$ cat src/rtl/uart_mmio.sv
// Memory-mapped 8N1 UART transmitter with a 4-entry TX FIFO.
// Register window: TXDATA at offset 0, STATUS at offset 4.
module uart_mmio #(
    parameter logic [31:0] BASE_ADDR    = 32'h0000_1000,
    parameter int unsigned CLKS_PER_BIT = 234
) (
    input  logic        clk,
    input  logic        i_resetn,
    input  logic [31:0] i_mem_addr,
    input  logic [31:0] i_mem_data,
    input  logic        i_mem_rw,
    output logic [31:0] o_mem_data,
    output logic        o_sel,
    output logic        o_tx
);
    typedef enum logic [1:0] {StIdle, StStart, StData, StStop} state_e;

    localparam logic [15:0] BaudLast = 16'(CLKS_PER_BIT - 1);

    state_e      state_q, state_d;
    logic [15:0] baud_q, baud_d;
    logic [2:0]  bit_q, bit_d;
    logic [7:0]  shift_q, shift_d;
    logic        tx_q, tx_d;
    logic [7:0]  fifo_mem [4];
    logic [1:0]  rd_ptr_q, wr_ptr_q;
    logic [2:0]  count_q, count_d;
    logic        ovf_q, ovf_d;
    logic        rw_prev_q;
    logic [31:0] rdata_q, rdata_d;

    logic wr_fire, tx_wr, st_wr, pop, push;
    logic fifo_full, fifo_empty, busy, bit_end;
    logic unused_bits;

    assign unused_bits = ^{i_mem_data[31:8], i_mem_addr[1:0]};

    assign o_sel      = (i_mem_addr[31:4] == BASE_ADDR[31:4]);
    // Only the rising edge of rw counts, so a multi-cycle store pushes once.
    assign wr_fire    = o_sel && i_mem_rw && !rw_prev_q;
    assign tx_wr      = wr_fire && (i_mem_addr[3:2] == 2'd0);
    assign st_wr      = wr_fire && (i_mem_addr[3:2] == 2'd1);
    assign fifo_full  = (count_q == 3'd4);
    assign fifo_empty = (count_q == 3'd0);
    assign busy       = (state_q != StIdle);
    assign bit_end    = (baud_q == BaudLast);
    assign pop        = !fifo_empty && ((state_q == StIdle) || (state_q == StStop && bit_end));
    assign push       = tx_wr && (!fifo_full || pop);

    always_comb begin
        count_d = count_q + {2'b00, push} - {2'b00, pop};
        ovf_d   = ovf_q;
        if (st_wr) begin
            ovf_d = 1'b0;
        end else if (tx_wr && fifo_full && !pop) begin
            ovf_d = 1'b1;
        end
    end

    always_comb begin
        rdata_d = 32'd0;
        if (o_sel) begin
            unique case (i_mem_addr[3:2])
                2'd0:    rdata_d = {30'd0, fifo_full, busy};
                2'd1:    rdata_d = {28'd0, ovf_q, fifo_empty, fifo_full, busy};
                default: rdata_d = 32'd0;
            endcase
        end
    end

    always_comb begin
        state_d = state_q;
        baud_d  = baud_q;
        bit_d   = bit_q;
        shift_d = shift_q;
        tx_d    = tx_q;
        if (state_q != StIdle) begin
            baud_d = bit_end ? 16'd0 : baud_q + 16'd1;
        end
        unique case (state_q)
            StIdle: begin
                if (pop) begin
                    state_d = StStart;
                    shift_d = fifo_mem[rd_ptr_q];
                    baud_d  = 16'd0;
                    tx_d    = 1'b0;
                end
            end
            StStart: begin
                if (bit_end) begin
                    state_d = StData;
                    bit_d   = 3'd0;
                    tx_d    = shift_q[0];
                end
            end
            StData: begin
                if (bit_end) begin
                    if (bit_q == 3'd7) begin
                        state_d = StStop;
                        tx_d    = 1'b1;
                    end else begin
                        bit_d   = bit_q + 3'd1;
                        shift_d = shift_q >> 1;
                        tx_d    = shift_q[1];
                    end
                end
            end
            StStop: begin
                if (bit_end) begin
                    if (pop) begin
                        state_d = StStart;
                        shift_d = fifo_mem[rd_ptr_q];
                        tx_d    = 1'b0;
                    end else begin
                        state_d = StIdle;
                    end
                end
            end
        endcase
    end

    always_ff @(posedge clk or negedge i_resetn) begin
        if (!i_resetn) begin
            state_q   <= StIdle;
            baud_q    <= 16'd0;
            bit_q     <= 3'd0;
            shift_q   <= 8'd0;
            tx_q      <= 1'b1;
            rd_ptr_q  <= 2'd0;
            wr_ptr_q  <= 2'd0;
            count_q   <= 3'd0;
            ovf_q     <= 1'b0;
            rw_prev_q <= 1'b0;
            rdata_q   <= 32'd0;
        end else begin
            state_q   <= state_d;
            baud_q    <= baud_d;
            bit_q     <= bit_d;
            shift_q   <= shift_d;
            tx_q      <= tx_d;
            rd_ptr_q  <= pop ? rd_ptr_q + 2'd1 : rd_ptr_q;
            wr_ptr_q  <= push ? wr_ptr_q + 2'd1 : wr_ptr_q;
            count_q   <= count_d;
            ovf_q     <= ovf_d;
            rw_prev_q <= i_mem_rw;
            rdata_q   <= rdata_d;
        end
    end

    // Storage needs no reset: entries are only visible through count.
    always_ff @(posedge clk) begin
        if (push) begin
            fifo_mem[wr_ptr_q] <= i_mem_data[7:0];
        end
    end

    assign o_tx       = tx_q;
    assign o_mem_data = rdata_q;

endmodule

$ cat config.mk
export PLATFORM = sky130hd
export DESIGN_NAME = uart_mmio
export DESIGN_NICKNAME = d
export VERILOG_FILES = /design/src/rtl/uart_mmio.sv
export SDC_FILE = /design/constraint.sdc
export NUM_CORES = 1
export LEC_CHECK = 0
export CAP_MARGIN = 20
export CORE_UTILIZATION = 53
export DETAILED_ROUTE_END_ITERATION = 6
export DONT_BUFFER_PORTS = 1
export PLACE_DENSITY = 0.68
export SYNTH_ARGS = -nofsm -noshare
export SYNTH_HDL_FRONTEND = slang
export SYNTH_SLANG_ARGS = --single-unit
$ cat constraint.sdc
create_clock -name clk -period 8.8 [get_ports clk]
set_input_delay 1.76 -clock clk [delete_from_list [all_inputs] [get_ports clk]]
set_output_delay 1.76 -clock clk [all_outputs]
set_load 0.05 [all_outputs]
==> impl_metrics.prom, run 1 <==
# TYPE chip_impl_metric gauge
chip_impl_info{name="critPathKind",value="primary input to primary output"} 1
chip_impl_metric{name="viasPerCell",unit=""} 5.369
chip_impl_metric{name="grt_first_pass_wirelength",unit="µm"} 10440
chip_impl_metric{name="powerDensity",unit="nW/µm²"} 173.8
chip_impl_metric{name="grt_remaining_overflow",unit=""} 0
chip_impl_metric{name="antenna_found_initial",unit=""} 0
chip_impl_metric{name="holdWs",unit="ps"} 515.8
chip_impl_metric{name="core_rows",unit=""} 30
chip_impl_metric{name="max-slew-margin-rel",unit=""} 0.4738
chip_impl_metric{name="setup_viol",unit=""} 0
chip_impl_metric{name="start_util",unit=""} 0.5563
chip_impl_metric{name="placedInstanceArea",unit="µm²"} 3780
chip_impl_metric{name="post-cts-setup-buffers",unit=""} 0
chip_impl_metric{name="cts_max_level",unit=""} 3
chip_impl_info{name="ys.flop_type",value="sky130_fd_sc_hd__dfrtp_1"} 1
chip_impl_metric{name="die_area",unit="µm²"} 7553
chip_impl_info{name="start_kind",value="primary input"} 1
chip_impl_metric{name="core_area",unit="µm²"} 6869
chip_impl_info{name="netlist.top_cell.by_area",value="sky130_fd_sc_hd__dfrtp_1"} 1
chip_impl_metric{name="ir_drop",unit="mV"} 0.1218
chip_impl_metric{name="vias_in_the_first_global_route",unit=""} 2173
chip_impl_metric{name="syn2layout_area_growth",unit="%"} 4.944
chip_impl_metric{name="final.period_utilization",unit=""} 0.5276
chip_impl_metric{name="synth-warning-count",unit=""} 0
chip_impl_info{name="cts_tree",value="built"} 1
chip_impl_metric{name="detailroute.via_count",unit=""} 2287
chip_impl_info{name="run_status",value="completed"} 1
chip_impl_metric{name="netlist-cell-type-count",unit=""} 51
chip_impl_metric{name="drt_pass1_iterations",unit=""} 4
chip_impl_metric{name="grt_max_degree",unit=""} 44
chip_impl_metric{name="netlist_area",unit="µm²"} 3821
chip_impl_metric{name="yosys.area.top_type_share",unit=""} 0.2750
chip_impl_metric{name="globalplace.congestion",unit=""} 0.8262
chip_impl_metric{name="route.final.wire_length",unit="µm"} 6319
chip_impl_metric{name="initialDrtViolationCount",unit=""} 96
chip_impl_metric{name="pre_cts_slack",unit="ps"} 4156
chip_impl_info{name="ys_top_cells_by_count",value="sky130_fd_sc_hd__dfrtp_1 (42), sky130_fd_sc_hd__nand2_1 (39), sky130_fd_sc_hd__edfxtp_1 (32)"} 1
chip_impl_metric{name="finalClockSkew",unit="ps"} 7.452
chip_impl_metric{name="dp.final_hpwl",unit="µm"} 4475
chip_impl_metric{name="postSynthCellCount",unit=""} 326
chip_impl_metric{name="asyncSetResetFlopFracSynth",unit=""} 0.5733
chip_impl_metric{name="clockBufferDepth",unit=""} 2
chip_impl_metric{name="final_max_slew_viol_count",unit=""} 0
chip_impl_metric{name="tritoncts.num_buffers",unit=""} 9
chip_impl_info{name="netlist_top_cells_area",value="sky130_fd_sc_hd__dfrtp_1 (28%), sky130_fd_sc_hd__edfxtp_1 (25%), sky130_fd_sc_hd__buf_4 (5.7%), sky130_fd_sc_hd__mux4_2 (4.7%), sky130_fd_sc_hd__ha_1 (4.6%)"} 1
chip_impl_info{name="synth.most_common_cell",value="sky130_fd_sc_hd__dfrtp_1"} 1
chip_impl_metric{name="synth_enable_flop_cells",unit=""} 32
chip_impl_metric{name="leakagePower",unit="nW"} 1.631
chip_impl_metric{name="detail_route.drc_violations",unit=""} 0
chip_impl_metric{name="final_area",unit="µm²"} 4010
chip_impl_metric{name="timing_hold_violations_final",unit=""} 0
chip_impl_metric{name="max_clock_freq",unit="MHz"} 215.4
chip_impl_metric{name="synthesized_flop_and_latch_total",unit=""} 75
chip_impl_metric{name="gr-usage-all-layers",unit=""} 0.1863
chip_impl_metric{name="setup_tns",unit="ps"} 0
chip_impl_metric{name="finalPower",unit="µW"} 696.9
chip_impl_metric{name="finish.utilization",unit=""} 0.5838
chip_impl_metric{name="reg2reg_depth",unit=""} 13
chip_impl_info{name="rsz_0062_raised_after_global_routing",value="no"} 1
chip_impl_metric{name="min_path_cells",unit=""} 1
chip_impl_metric{name="clkLatencyLatePin",unit="ps"} 350
chip_impl_metric{name="worst-endpoint-required",unit="ps"} 7040
chip_impl_metric{name="cts.sink_count",unit=""} 75
chip_impl_metric{name="post-route-worst-setup-slack",unit="ps"} 4157
chip_impl_info{name="tightest_hold_check_type",value="register to register"} 1
chip_impl_metric{name="worst_pin_slew",unit="ps"} 782.1
chip_impl_info{name="worstSetupEndpointType",value="primary output"} 1
chip_impl_metric{name="arrival_time_reported_for_the_critical_path_endpoint",unit="ps"} 2880
chip_impl_metric{name="drive_above_1_share",unit=""} 0.1394
chip_impl_metric{name="yosysSeqAreaShare",unit=""} 0.5334
chip_impl_metric{name="antenna_violating_nets_left",unit=""} 0
chip_impl_metric{name="holdBufCountCts",unit=""} 0
chip_impl_metric{name="num_antenna_cells",unit=""} 0
chip_impl_metric{name="die_h",unit="µm"} 86.91
chip_impl_metric{name="worst-path-max-fanout",unit=""} 7
chip_impl_info{name="cts_root_buffer",value="sky130_fd_sc_hd__clkbuf_8"} 1
chip_impl_metric{name="avgRoutedWirePerCell",unit="µm"} 14.83
chip_impl_metric{name="die_width",unit="µm"} 86.91
chip_impl_metric{name="cts_resized",unit=""} 0
chip_impl_metric{name="io_buffer_count",unit=""} 0
chip_impl_metric{name="io-pin-count",unit=""} 101
chip_impl_metric{name="min_period",unit="ps"} 4643
chip_impl_metric{name="numPlacedInstances",unit=""} 410
chip_impl_metric{name="cts.clk_slew.worst_paths",unit="ps"} 80
chip_impl_metric{name="mean_instance_size_in_the_synthesized_netlist",unit="µm²"} 11.72
chip_impl_metric{name="final_cell_count_no_fill",unit=""} 426
chip_impl_metric{name="finish.net_count",unit=""} 407
chip_impl_metric{name="drv_cap",unit=""} 0
-- worst paths after layout --
kind                                        start                     end  slack, ps
max                                 i_mem_addr[6]                   o_sel       4160
max reg2reg                   baud_q[1]$_DFF_PN0_    count_q[2]$_DFF_PN0_       5680
min reg2reg                shift_q[5]$_DFFE_PN0P_  shift_q[5]$_DFFE_PN0P_        520
max in group asynchronous                i_resetn        o_tx$_DFFE_PN1P_       7530
min                        shift_q[5]$_DFFE_PN0P_  shift_q[5]$_DFFE_PN0P_        520
min in group asynchronous                i_resetn    baud_q[15]$_DFF_PN0_       1090
-- cells by family (layout without fill, tap and decap cells) --
group | Yosys count | count (layout) | synth area share
buffers and inverters | 53 | 30 | 0.08251
adders and majority gates | 15 | 15 | 0.05108
AOI/OAI and AO/OA | 53 | 53 | 0.08579
DFF | 75 | 75 | 0.5334
muxes | 20 | 20 | 0.08317
xor gates and xnor gates | 7 | 7 | 0.01604
other | 1 | 28 | 0.0009814
and+or+nand+nor | 102 | 102 | 0.1470
-- cell type report --
class,instances,area (µm²)
multi-input combinational,225,1569
fill,564,2859
sequential,75,2038
inverter,14,52.55
tap,96,120.1
clock inverter,7,106.4
clock buffer,9,123.9
-- power breakdown --
part | internal [mW] | switching (mW) | total, mW
registers | 0.365 | 0.0000387 | 0.365
logic | 0.000690 | 0.0265 | 0.0272
clock network | 0.165 | 0.140 | 0.305
total | 0.530 | 0.167 | 0.697
-- flip-flops by register name, indices dropped and copies added (netlist names) --
register and count:
rw_prev_q 1, state_q 2, o_tx 1, baud_q 16
rd_ptr_q 2, shift_q 8, bit_q 3, wr_ptr_q 2
fifo_mem 32, o_mem_data 4, ovf_q 1, count_q 3
-- critical path, cell delays in order --
cell,delay [ps]
sky130_fd_sc_hd__nor4_1,250
sky130_fd_sc_hd__and4_1,260
sky130_fd_sc_hd__nand4_2,210
sky130_fd_sc_hd__inv_1,400
-- layer usage --
| layer | GRT usage | share of wire |
|---|---|---|
| met1 | 0.2394 | 0.45 |
| met2 | 0.2899 | 0.50 |
| met3 | 0.05877 | 0.036 |
| met4 | 0.08485 | 0.012 |
| met5 | 0 | 0 |
-- cell usage in the layout, fill, tap and decap left out, types with 10 or more instances in the layout --
cell type	netlist	final
sky130_fd_sc_hd__ha_1	14	14
sky130_fd_sc_hd__conb_1	1	28
sky130_fd_sc_hd__inv_1	14	14
sky130_fd_sc_hd__mux2_2	10	10
sky130_fd_sc_hd__nand2_1	39	39
sky130_fd_sc_hd__o21ai_0	29	29
sky130_fd_sc_hd__edfxtp_1	32	32
sky130_fd_sc_hd__nor2_1	13	13
sky130_fd_sc_hd__dfrtp_1	42	42
Power figures use the tool's default switching activity.
==> run 2: changes to the inputs <==
==> constraint.sdc (replaced) <==
create_clock -name clk -period 4.3 [get_ports clk]
set_input_delay 0.86 -clock clk [delete_from_list [all_inputs] [get_ports clk]]
set_output_delay 0.86 -clock clk [all_outputs]
set_load 0.05 [all_outputs]
==> impl_metrics.prom, run 2 (synthesis gave the netlist of run 1 again) <==
# TYPE chip_impl_metric gauge
chip_impl_info{name="run_status",value="completed"} 1
chip_impl_metric{name="num_antenna_cells",unit=""} 0
chip_impl_info{name="layout_top_registers",value="fifo_mem x32, baud_q x16, shift_q x8"} 1
chip_impl_metric{name="number_of_flip_flops_under_the_largest_register_name",unit=""} 32
chip_impl_metric{name="critPathBufInv",unit=""} 3
chip_impl_metric{name="final_area",unit="µm²"} 3991
chip_impl_metric{name="initialDrtViolationCount",unit=""} 132
chip_impl_metric{name="holdWs",unit="ps"} 193.2
chip_impl_info{name="rsz_0062_raised_after_global_routing",value="no"} 1
chip_impl_info{name="final_common_cell",value="sky130_fd_sc_hd__dfrtp_1"} 1
chip_impl_metric{name="pre_cts_slack",unit="ps"} 827.2
chip_impl_metric{name="clockBufferDepth",unit=""} 2
chip_impl_metric{name="tritoncts.num_buffers",unit=""} 9
chip_impl_metric{name="antenna_found_initial",unit=""} 0
chip_impl_info{name="most_frequent_cells_in_the_layout",value="sky130_fd_sc_hd__dfrtp_1 (42), sky130_fd_sc_hd__nand2_1 (39), sky130_fd_sc_hd__edfxtp_1 (32), sky130_fd_sc_hd__o21ai_0 (29), sky130_fd_sc_hd__conb_1 (28)"} 1
chip_impl_metric{name="setup_tns",unit="ps"} 0
chip_impl_info{name="tightest_hold_check_type",value="primary input to asynchronous set/reset pin"} 1
chip_impl_metric{name="final_max_slew_viol_count",unit=""} 0
chip_impl_metric{name="die_h",unit="µm"} 86.91
chip_impl_metric{name="cts_resized",unit=""} 0
chip_impl_metric{name="viasPerCell",unit=""} 5.453
chip_impl_metric{name="max-slew-margin-rel",unit=""} 0.4432
chip_impl_metric{name="vias_in_the_first_global_route",unit=""} 2189
chip_impl_metric{name="globalplace.congestion",unit=""} 0.8275
chip_impl_metric{name="worst-endpoint-required",unit="ps"} 4540
chip_impl_metric{name="grt_use_met2",unit=""} 0.2913
chip_impl_metric{name="worst-path-max-fanout",unit=""} 13
chip_impl_metric{name="core_area",unit="µm²"} 6869
chip_impl_info{name="critPathKind",value="register to register"} 1
chip_impl_metric{name="die_width",unit="µm"} 86.91
chip_impl_metric{name="placedInstanceArea",unit="µm²"} 3780
chip_impl_info{name="gr-max-usage-layer",value="met2"} 1
chip_impl_metric{name="min_period",unit="ps"} 3132
chip_impl_metric{name="setup_viol",unit=""} 0
chip_impl_metric{name="leakagePower",unit="nW"} 1.623
chip_impl_metric{name="cts_max_level",unit=""} 3
chip_impl_info{name="critical-path-slowest-cell",value="sky130_fd_sc_hd__dfrtp_1"} 1
chip_impl_metric{name="antenna_violating_nets_left",unit=""} 0
chip_impl_metric{name="clkLatencyLatePin",unit="ps"} 350
chip_impl_metric{name="worst_pin_slew",unit="ps"} 827.5
chip_impl_info{name="cts_root_buffer",value="sky130_fd_sc_hd__clkbuf_8"} 1
chip_impl_metric{name="ir_drop",unit="mV"} 0.2177
chip_impl_metric{name="slowest_delay",unit="ps"} 420
chip_impl_metric{name="dp.final_hpwl",unit="µm"} 4457
chip_impl_metric{name="detail_route.drc_violations",unit=""} 0
chip_impl_metric{name="finalPower",unit="mW"} 1.380
chip_impl_metric{name="post-route-worst-setup-slack",unit="ps"} 1168
chip_impl_metric{name="drive_above_1_share",unit=""} 0.1394
chip_impl_metric{name="gr-usage-all-layers",unit=""} 0.1869
chip_impl_metric{name="avgRoutedWirePerCell",unit="µm"} 14.88
chip_impl_metric{name="final_cell_count_no_fill",unit=""} 426
chip_impl_metric{name="io_buffer_count",unit=""} 0
chip_impl_metric{name="finalClockSkew",unit="ps"} 8.275
chip_impl_metric{name="numPlacedInstances",unit=""} 410
chip_impl_metric{name="post-cts-setup-buffers",unit=""} 0
chip_impl_info{name="cts_tree",value="built"} 1
chip_impl_metric{name="io-pin-count",unit=""} 101
chip_impl_metric{name="grt_first_pass_wirelength",unit="µm"} 10660
chip_impl_info{name="start_kind",value="register"} 1
chip_impl_metric{name="holdBufCountCts",unit=""} 0
chip_impl_info{name="worstSetupEndpointType",value="register"} 1
chip_impl_metric{name="timing_hold_violations_final",unit=""} 0
chip_impl_info{name="top_register",value="fifo_mem"} 1
chip_impl_metric{name="grt_use_met1",unit=""} 0.2521
chip_impl_metric{name="core_rows",unit=""} 30
chip_impl_metric{name="drv_cap",unit=""} 0
chip_impl_metric{name="syn2layout_area_growth",unit="%"} 4.453
chip_impl_metric{name="start_util",unit=""} 0.5563
chip_impl_metric{name="final.period_utilization",unit=""} 0.7283
chip_impl_metric{name="route.final.wire_length",unit="µm"} 6337
chip_impl_metric{name="cts.clk_slew.worst_paths",unit="ps"} 90
chip_impl_metric{name="grt_remaining_overflow",unit=""} 0
chip_impl_metric{name="drt_pass1_iterations",unit=""} 4
chip_impl_info{name="timing.critical_path.max_delay_family",value="simple AND/OR/NAND/NOR gates"} 1
chip_impl_metric{name="arrival_time_reported_for_the_critical_path_endpoint",unit="ps"} 3370
chip_impl_metric{name="die_area",unit="µm²"} 7553
chip_impl_metric{name="grt.met3_usage",unit=""} 0.05118
chip_impl_metric{name="grt_max_degree",unit=""} 44
chip_impl_metric{name="max_clock_freq",unit="MHz"} 319.3
chip_impl_metric{name="powerDensity",unit="nW/µm²"} 345.8
chip_impl_metric{name="cts.sink_count",unit=""} 75
chip_impl_metric{name="detailroute.via_count",unit=""} 2323
chip_impl_metric{name="finish.utilization",unit=""} 0.5811
chip_impl_info{name="path_cells",value="inv_1 -> ha_1 -> nor4b_2 -> and4_4 -> a211oi_2 -> nor4_4 -> inv_1 -> ha_1 -> inv_1 -> ha_1 -> fa_1 -> xor2_1 -> xnor2_1"} 1
chip_impl_metric{name="finish.net_count",unit=""} 407
run 2: cell types whose count changed in the layout (fill, tap and decap cells not counted), sizes merged:
| cell | delta |
|---|---|
| inv | +3 |
| bufinv | -1 |
| clkinv | -2 |
run 2: where the power goes:
group / switching [mW] / internal [mW] / total, mW
Clock: 0.293 / 0.284 / 0.577
Combinational: 0.0543 / 0.00141 / 0.0557
Sequential: 0.0000813 / 0.747 / 0.747
Total: 0.347 / 1.03 / 1.38
run 2: layer usage:
layer	vias up	routed length (µm)
met2	39	3200
met4	0	79
met5	-	0
met3	8	250
li1	1122	-
met1	1154	2807
run 2: layout make-up:
cell class,instances,area (µm²)
Tap cell,96,120.1
Fill cell,576,2878
Clock buffer,9,123.9
Sequential cell,75,2038
Inverter,14,52.55
Multi-Input combinational cell,225,1569
Clock inverter,7,87.58
run 2: worst reg2reg max path, stage by stage (launching register included):
cell and delay [ps]:
sky130_fd_sc_hd__dfrtp_1 420, sky130_fd_sc_hd__inv_1 70, sky130_fd_sc_hd__ha_1 130, sky130_fd_sc_hd__nor4b_2 250, sky130_fd_sc_hd__and4_4 380, sky130_fd_sc_hd__a211oi_2 110, sky130_fd_sc_hd__nor4_4 420, sky130_fd_sc_hd__inv_1 90
sky130_fd_sc_hd__ha_1 280, sky130_fd_sc_hd__inv_1 40, sky130_fd_sc_hd__ha_1 180, sky130_fd_sc_hd__fa_1 370, sky130_fd_sc_hd__xor2_1 160, sky130_fd_sc_hd__xnor2_1 130
run 2: final timing paths:
| kind | to | slack [ps] | startpoint | cells past startpoint |
|---|---|---|---|---|
| worst min register to register | shift_q[0]$_DFFE_PN0P_ | 510 | shift_q[0]$_DFFE_PN0P_ | 1 |
| min in group clk | shift_q[0]$_DFFE_PN0P_ | 510 | shift_q[0]$_DFFE_PN0P_ | 1 |
| max in group asynchronous | o_tx$_DFFE_PN1P_ | 3920 | i_resetn | 0 |
| worst min-delay path | baud_q[0]$_DFF_PN0_ | 190 | i_resetn | 0 |
| worst max register to register | count_q[2]$_DFF_PN0_ | 1170 | baud_q[1]$_DFF_PN0_ | 13 |
| worst max-delay path | count_q[2]$_DFF_PN0_ | 1170 | baud_q[1]$_DFF_PN0_ | 13 |
==> run 3: changes to the inputs <==
==> constraint.sdc (replaced) <==
create_clock -name clk -period 3 [get_ports clk]
set_input_delay 0.6 -clock clk [delete_from_list [all_inputs] [get_ports clk]]
set_output_delay 0.6 -clock clk [all_outputs]
set_load 0.05 [all_outputs]
==> impl_metrics.prom, run 3 (synthesis gave the netlist of run 1 again) <==
# TYPE chip_impl_metric gauge
chip_impl_metric{name="drive_above_1_share",unit=""} 0.1598
chip_impl_metric{name="post-cts-setup-buffers",unit=""} 0
chip_impl_metric{name="cts.sink_count",unit=""} 75
chip_impl_metric{name="grt_first_pass_wirelength",unit="µm"} 11030
chip_impl_metric{name="power_switching",unit="µW"} 512.5
chip_impl_metric{name="final_max_slew_viol_count",unit=""} 0
chip_impl_metric{name="die_area",unit="µm²"} 7553
chip_impl_metric{name="setup_tns",unit="ps"} 0
chip_impl_metric{name="power.share.sequential",unit=""} 0.536
chip_impl_metric{name="finalClockSkew",unit="ps"} 8.910
chip_impl_metric{name="setup_viol",unit=""} 0
chip_impl_info{name="most_frequent_cells_in_the_layout",value="sky130_fd_sc_hd__dfrtp_1 (42), sky130_fd_sc_hd__nand2_1 (39), sky130_fd_sc_hd__edfxtp_1 (32), sky130_fd_sc_hd__o21ai_0 (29), sky130_fd_sc_hd__conb_1 (28)"} 1
chip_impl_metric{name="ir_drop",unit="mV"} 0.3413
chip_impl_metric{name="num_antenna_cells",unit=""} 0
chip_impl_info{name="path_cells",value="inv_1 -> ha_1 -> nor4b_4 -> and4_4 -> a211oi_2 -> nor4_4 -> inv_1 -> ha_1 -> inv_1 -> ha_1 -> fa_1 -> xor2_1 -> xnor2_1"} 1
chip_impl_metric{name="initialDrtViolationCount",unit=""} 117
chip_impl_info{name="start_kind",value="register"} 1
chip_impl_info{name="worstSetupEndpointType",value="register"} 1
chip_impl_info{name="cts_tree",value="built"} 1
chip_impl_info{name="rsz_0062_raised_after_global_routing",value="no"} 1
chip_impl_metric{name="max-slew-margin-rel",unit=""} 0.4141
chip_impl_metric{name="finish.net_count",unit=""} 415
chip_impl_info{name="top_register",value="fifo_mem"} 1
chip_impl_metric{name="drv_cap",unit=""} 0
chip_impl_metric{name="clkPwrFrac",unit=""} 0.417
chip_impl_metric{name="min_period",unit="ps"} 2769
chip_impl_metric{name="power_frac_comb",unit=""} 0.047
chip_impl_metric{name="clockBufferDepth",unit=""} 2
chip_impl_metric{name="viasPerCell",unit=""} 5.463
chip_impl_info{name="run_status",value="completed"} 1
chip_impl_metric{name="dp.final_hpwl",unit="µm"} 4575
chip_impl_metric{name="vias_in_the_first_global_route",unit=""} 2384
chip_impl_metric{name="io_buffer_count",unit=""} 0
chip_impl_metric{name="cts_max_level",unit=""} 3
chip_impl_info{name="tightest_hold_check_type",value="primary input to asynchronous set/reset pin"} 1
chip_impl_metric{name="final_cell_count_no_fill",unit=""} 434
chip_impl_metric{name="die_h",unit="µm"} 86.91
chip_impl_metric{name="clkLatencyLatePin",unit="ps"} 350
chip_impl_metric{name="antenna_violating_nets_left",unit=""} 0
chip_impl_metric{name="die_width",unit="µm"} 86.91
chip_impl_metric{name="number_of_flip_flops_under_the_largest_register_name",unit=""} 32
chip_impl_metric{name="avgRoutedWirePerCell",unit="µm"} 14.95
chip_impl_metric{name="numPlacedInstances",unit=""} 417
chip_impl_metric{name="holdWs",unit="ps"} 71.08
chip_impl_metric{name="worst-path-max-fanout",unit=""} 4
chip_impl_metric{name="grt_remaining_overflow",unit=""} 0
chip_impl_metric{name="tritoncts.num_buffers",unit=""} 9
chip_impl_metric{name="max_clock_freq",unit="MHz"} 361.1
chip_impl_metric{name="timing_hold_violations_final",unit=""} 0
chip_impl_info{name="final_common_cell",value="sky130_fd_sc_hd__dfrtp_1"} 1
chip_impl_metric{name="detail_route.drc_violations",unit=""} 0
chip_impl_metric{name="power_switching_share",unit=""} 0.2565
chip_impl_info{name="critPathKind",value="register to register"} 1
chip_impl_metric{name="p_int",unit="mW"} 1.486
chip_impl_metric{name="antenna_found_initial",unit=""} 0
chip_impl_info{name="cts_root_buffer",value="sky130_fd_sc_hd__clkbuf_8"} 1
chip_impl_metric{name="drt_pass1_iterations",unit=""} 4
chip_impl_metric{name="final.period_utilization",unit=""} 0.9231
chip_impl_metric{name="start_util",unit=""} 0.5563
chip_impl_metric{name="slowest_delay",unit="ps"} 420
chip_impl_metric{name="cts.clk_slew.worst_paths",unit="ps"} 90
chip_impl_metric{name="globalplace.congestion",unit=""} 0.8186
chip_impl_metric{name="powerDensity",unit="nW/µm²"} 489.4
chip_impl_info{name="layout_top_registers",value="fifo_mem x32, baud_q x16, shift_q x8"} 1
chip_impl_metric{name="leakagePower",unit="nW"} 1.674
chip_impl_metric{name="worst_pin_slew",unit="ps"} 870.8
chip_impl_metric{name="core_area",unit="µm²"} 6869
chip_impl_metric{name="detailroute.via_count",unit=""} 2371
chip_impl_metric{name="grt_max_degree",unit=""} 43
chip_impl_metric{name="worst-endpoint-required",unit="ps"} 3240
chip_impl_metric{name="arrival_time_reported_for_the_critical_path_endpoint",unit="ps"} 3010
chip_impl_metric{name="io-pin-count",unit=""} 101
chip_impl_metric{name="syn2layout_area_growth",unit="%"} 6.844
chip_impl_metric{name="route.final.wire_length",unit="µm"} 6487
chip_impl_metric{name="core_rows",unit=""} 30
chip_impl_metric{name="gr-usage-all-layers",unit=""} 0.1938
chip_impl_info{name="critical-path-slowest-cell",value="sky130_fd_sc_hd__dfrtp_1"} 1
-- run 3: cell types whose count changed in the layout (fill, tap and decap cells not counted), sizes merged --
cell and change:
buf +8, inv -1, clkinv +1
-- run 3: per-stage QoR --
step,power [mW],instance area [µm²],setup slack (ps),util
detailed placement,1.172,3832,94.63,0.5579
floorplan,1.200,3923,39.02,-
global route,2.063,4083,21.54,0.5944
finish,1.998,4083,230.8,0.5944
global placement,1.172,3832,143.7,0.5579
CTS,2.015,4074,170.4,0.5931
-- run 3: routing by layer --
metal,track usage,share of wire
met3,0.05782,0.039
met5,0,0
met1,0.2468,0.44
met4,0.06818,0.010
met2,0.3164,0.51
-- run 3: layout make-up --
class	instances	area, µm²
inverters	14	52.55
repair buffers	8	80.08
well taps	96	120.1
clock buffers	9	123.9
fillers	556	2786
clock inverters	7	90.09
multi-input cells	225	1578
flip-flops and latches	75	2038
-- run 3: power groups by stage --
stage               logic [mW]  registers (mW)  clock network [mW]
finish                  0.0945            1.07               0.833
global route             0.100            1.07               0.891
CTS                     0.0948            1.07               0.849
detailed placement      0.0790            1.09                   0
global placement        0.0789            1.09                   0
floorplan                0.108            1.09                   0
-- run 3: critical path, delay by kind of cell (launching register included) --
kind / cells / cell delay (ps)
compound gates: 1 / 90
fa+ha+maj: 4 / 990
flops: 1 / 420
simple gates: 3 / 720
xor+xnor: 2 / 280
buf+inv: 3 / 180
-- run 3: worst paths after layout --
kind | start | to | slack [ps] | cells after the start
min in group clk | i_mem_rw | rw_prev_q$_DFF_PN0_ | 270 | 0
hold / removal | i_resetn | baud_q[0]$_DFF_PN0_ | 70 | 1
setup / recovery | baud_q[1]$_DFF_PN0_ | count_q[2]$_DFF_PN0_ | 230 | 13
max in group asynchronous | i_resetn | rd_ptr_q[0]$_DFFE_PN0N_ | 2700 | 1
hold reg to reg | count_q[2]$_DFF_PN0_ | count_q[2]$_DFF_PN0_ | 510 | 1
setup reg to reg | baud_q[1]$_DFF_PN0_ | count_q[2]$_DFF_PN0_ | 230 | 13
-- run 3: what timing repair did --
item | 4_1_cts | 5_1_grt
endpoints found under the setup margin | 0 | 1
gates resized for setup | 0 | 1
hold endpoints to repair | 42 | 0
hold buffers | 1 | 0
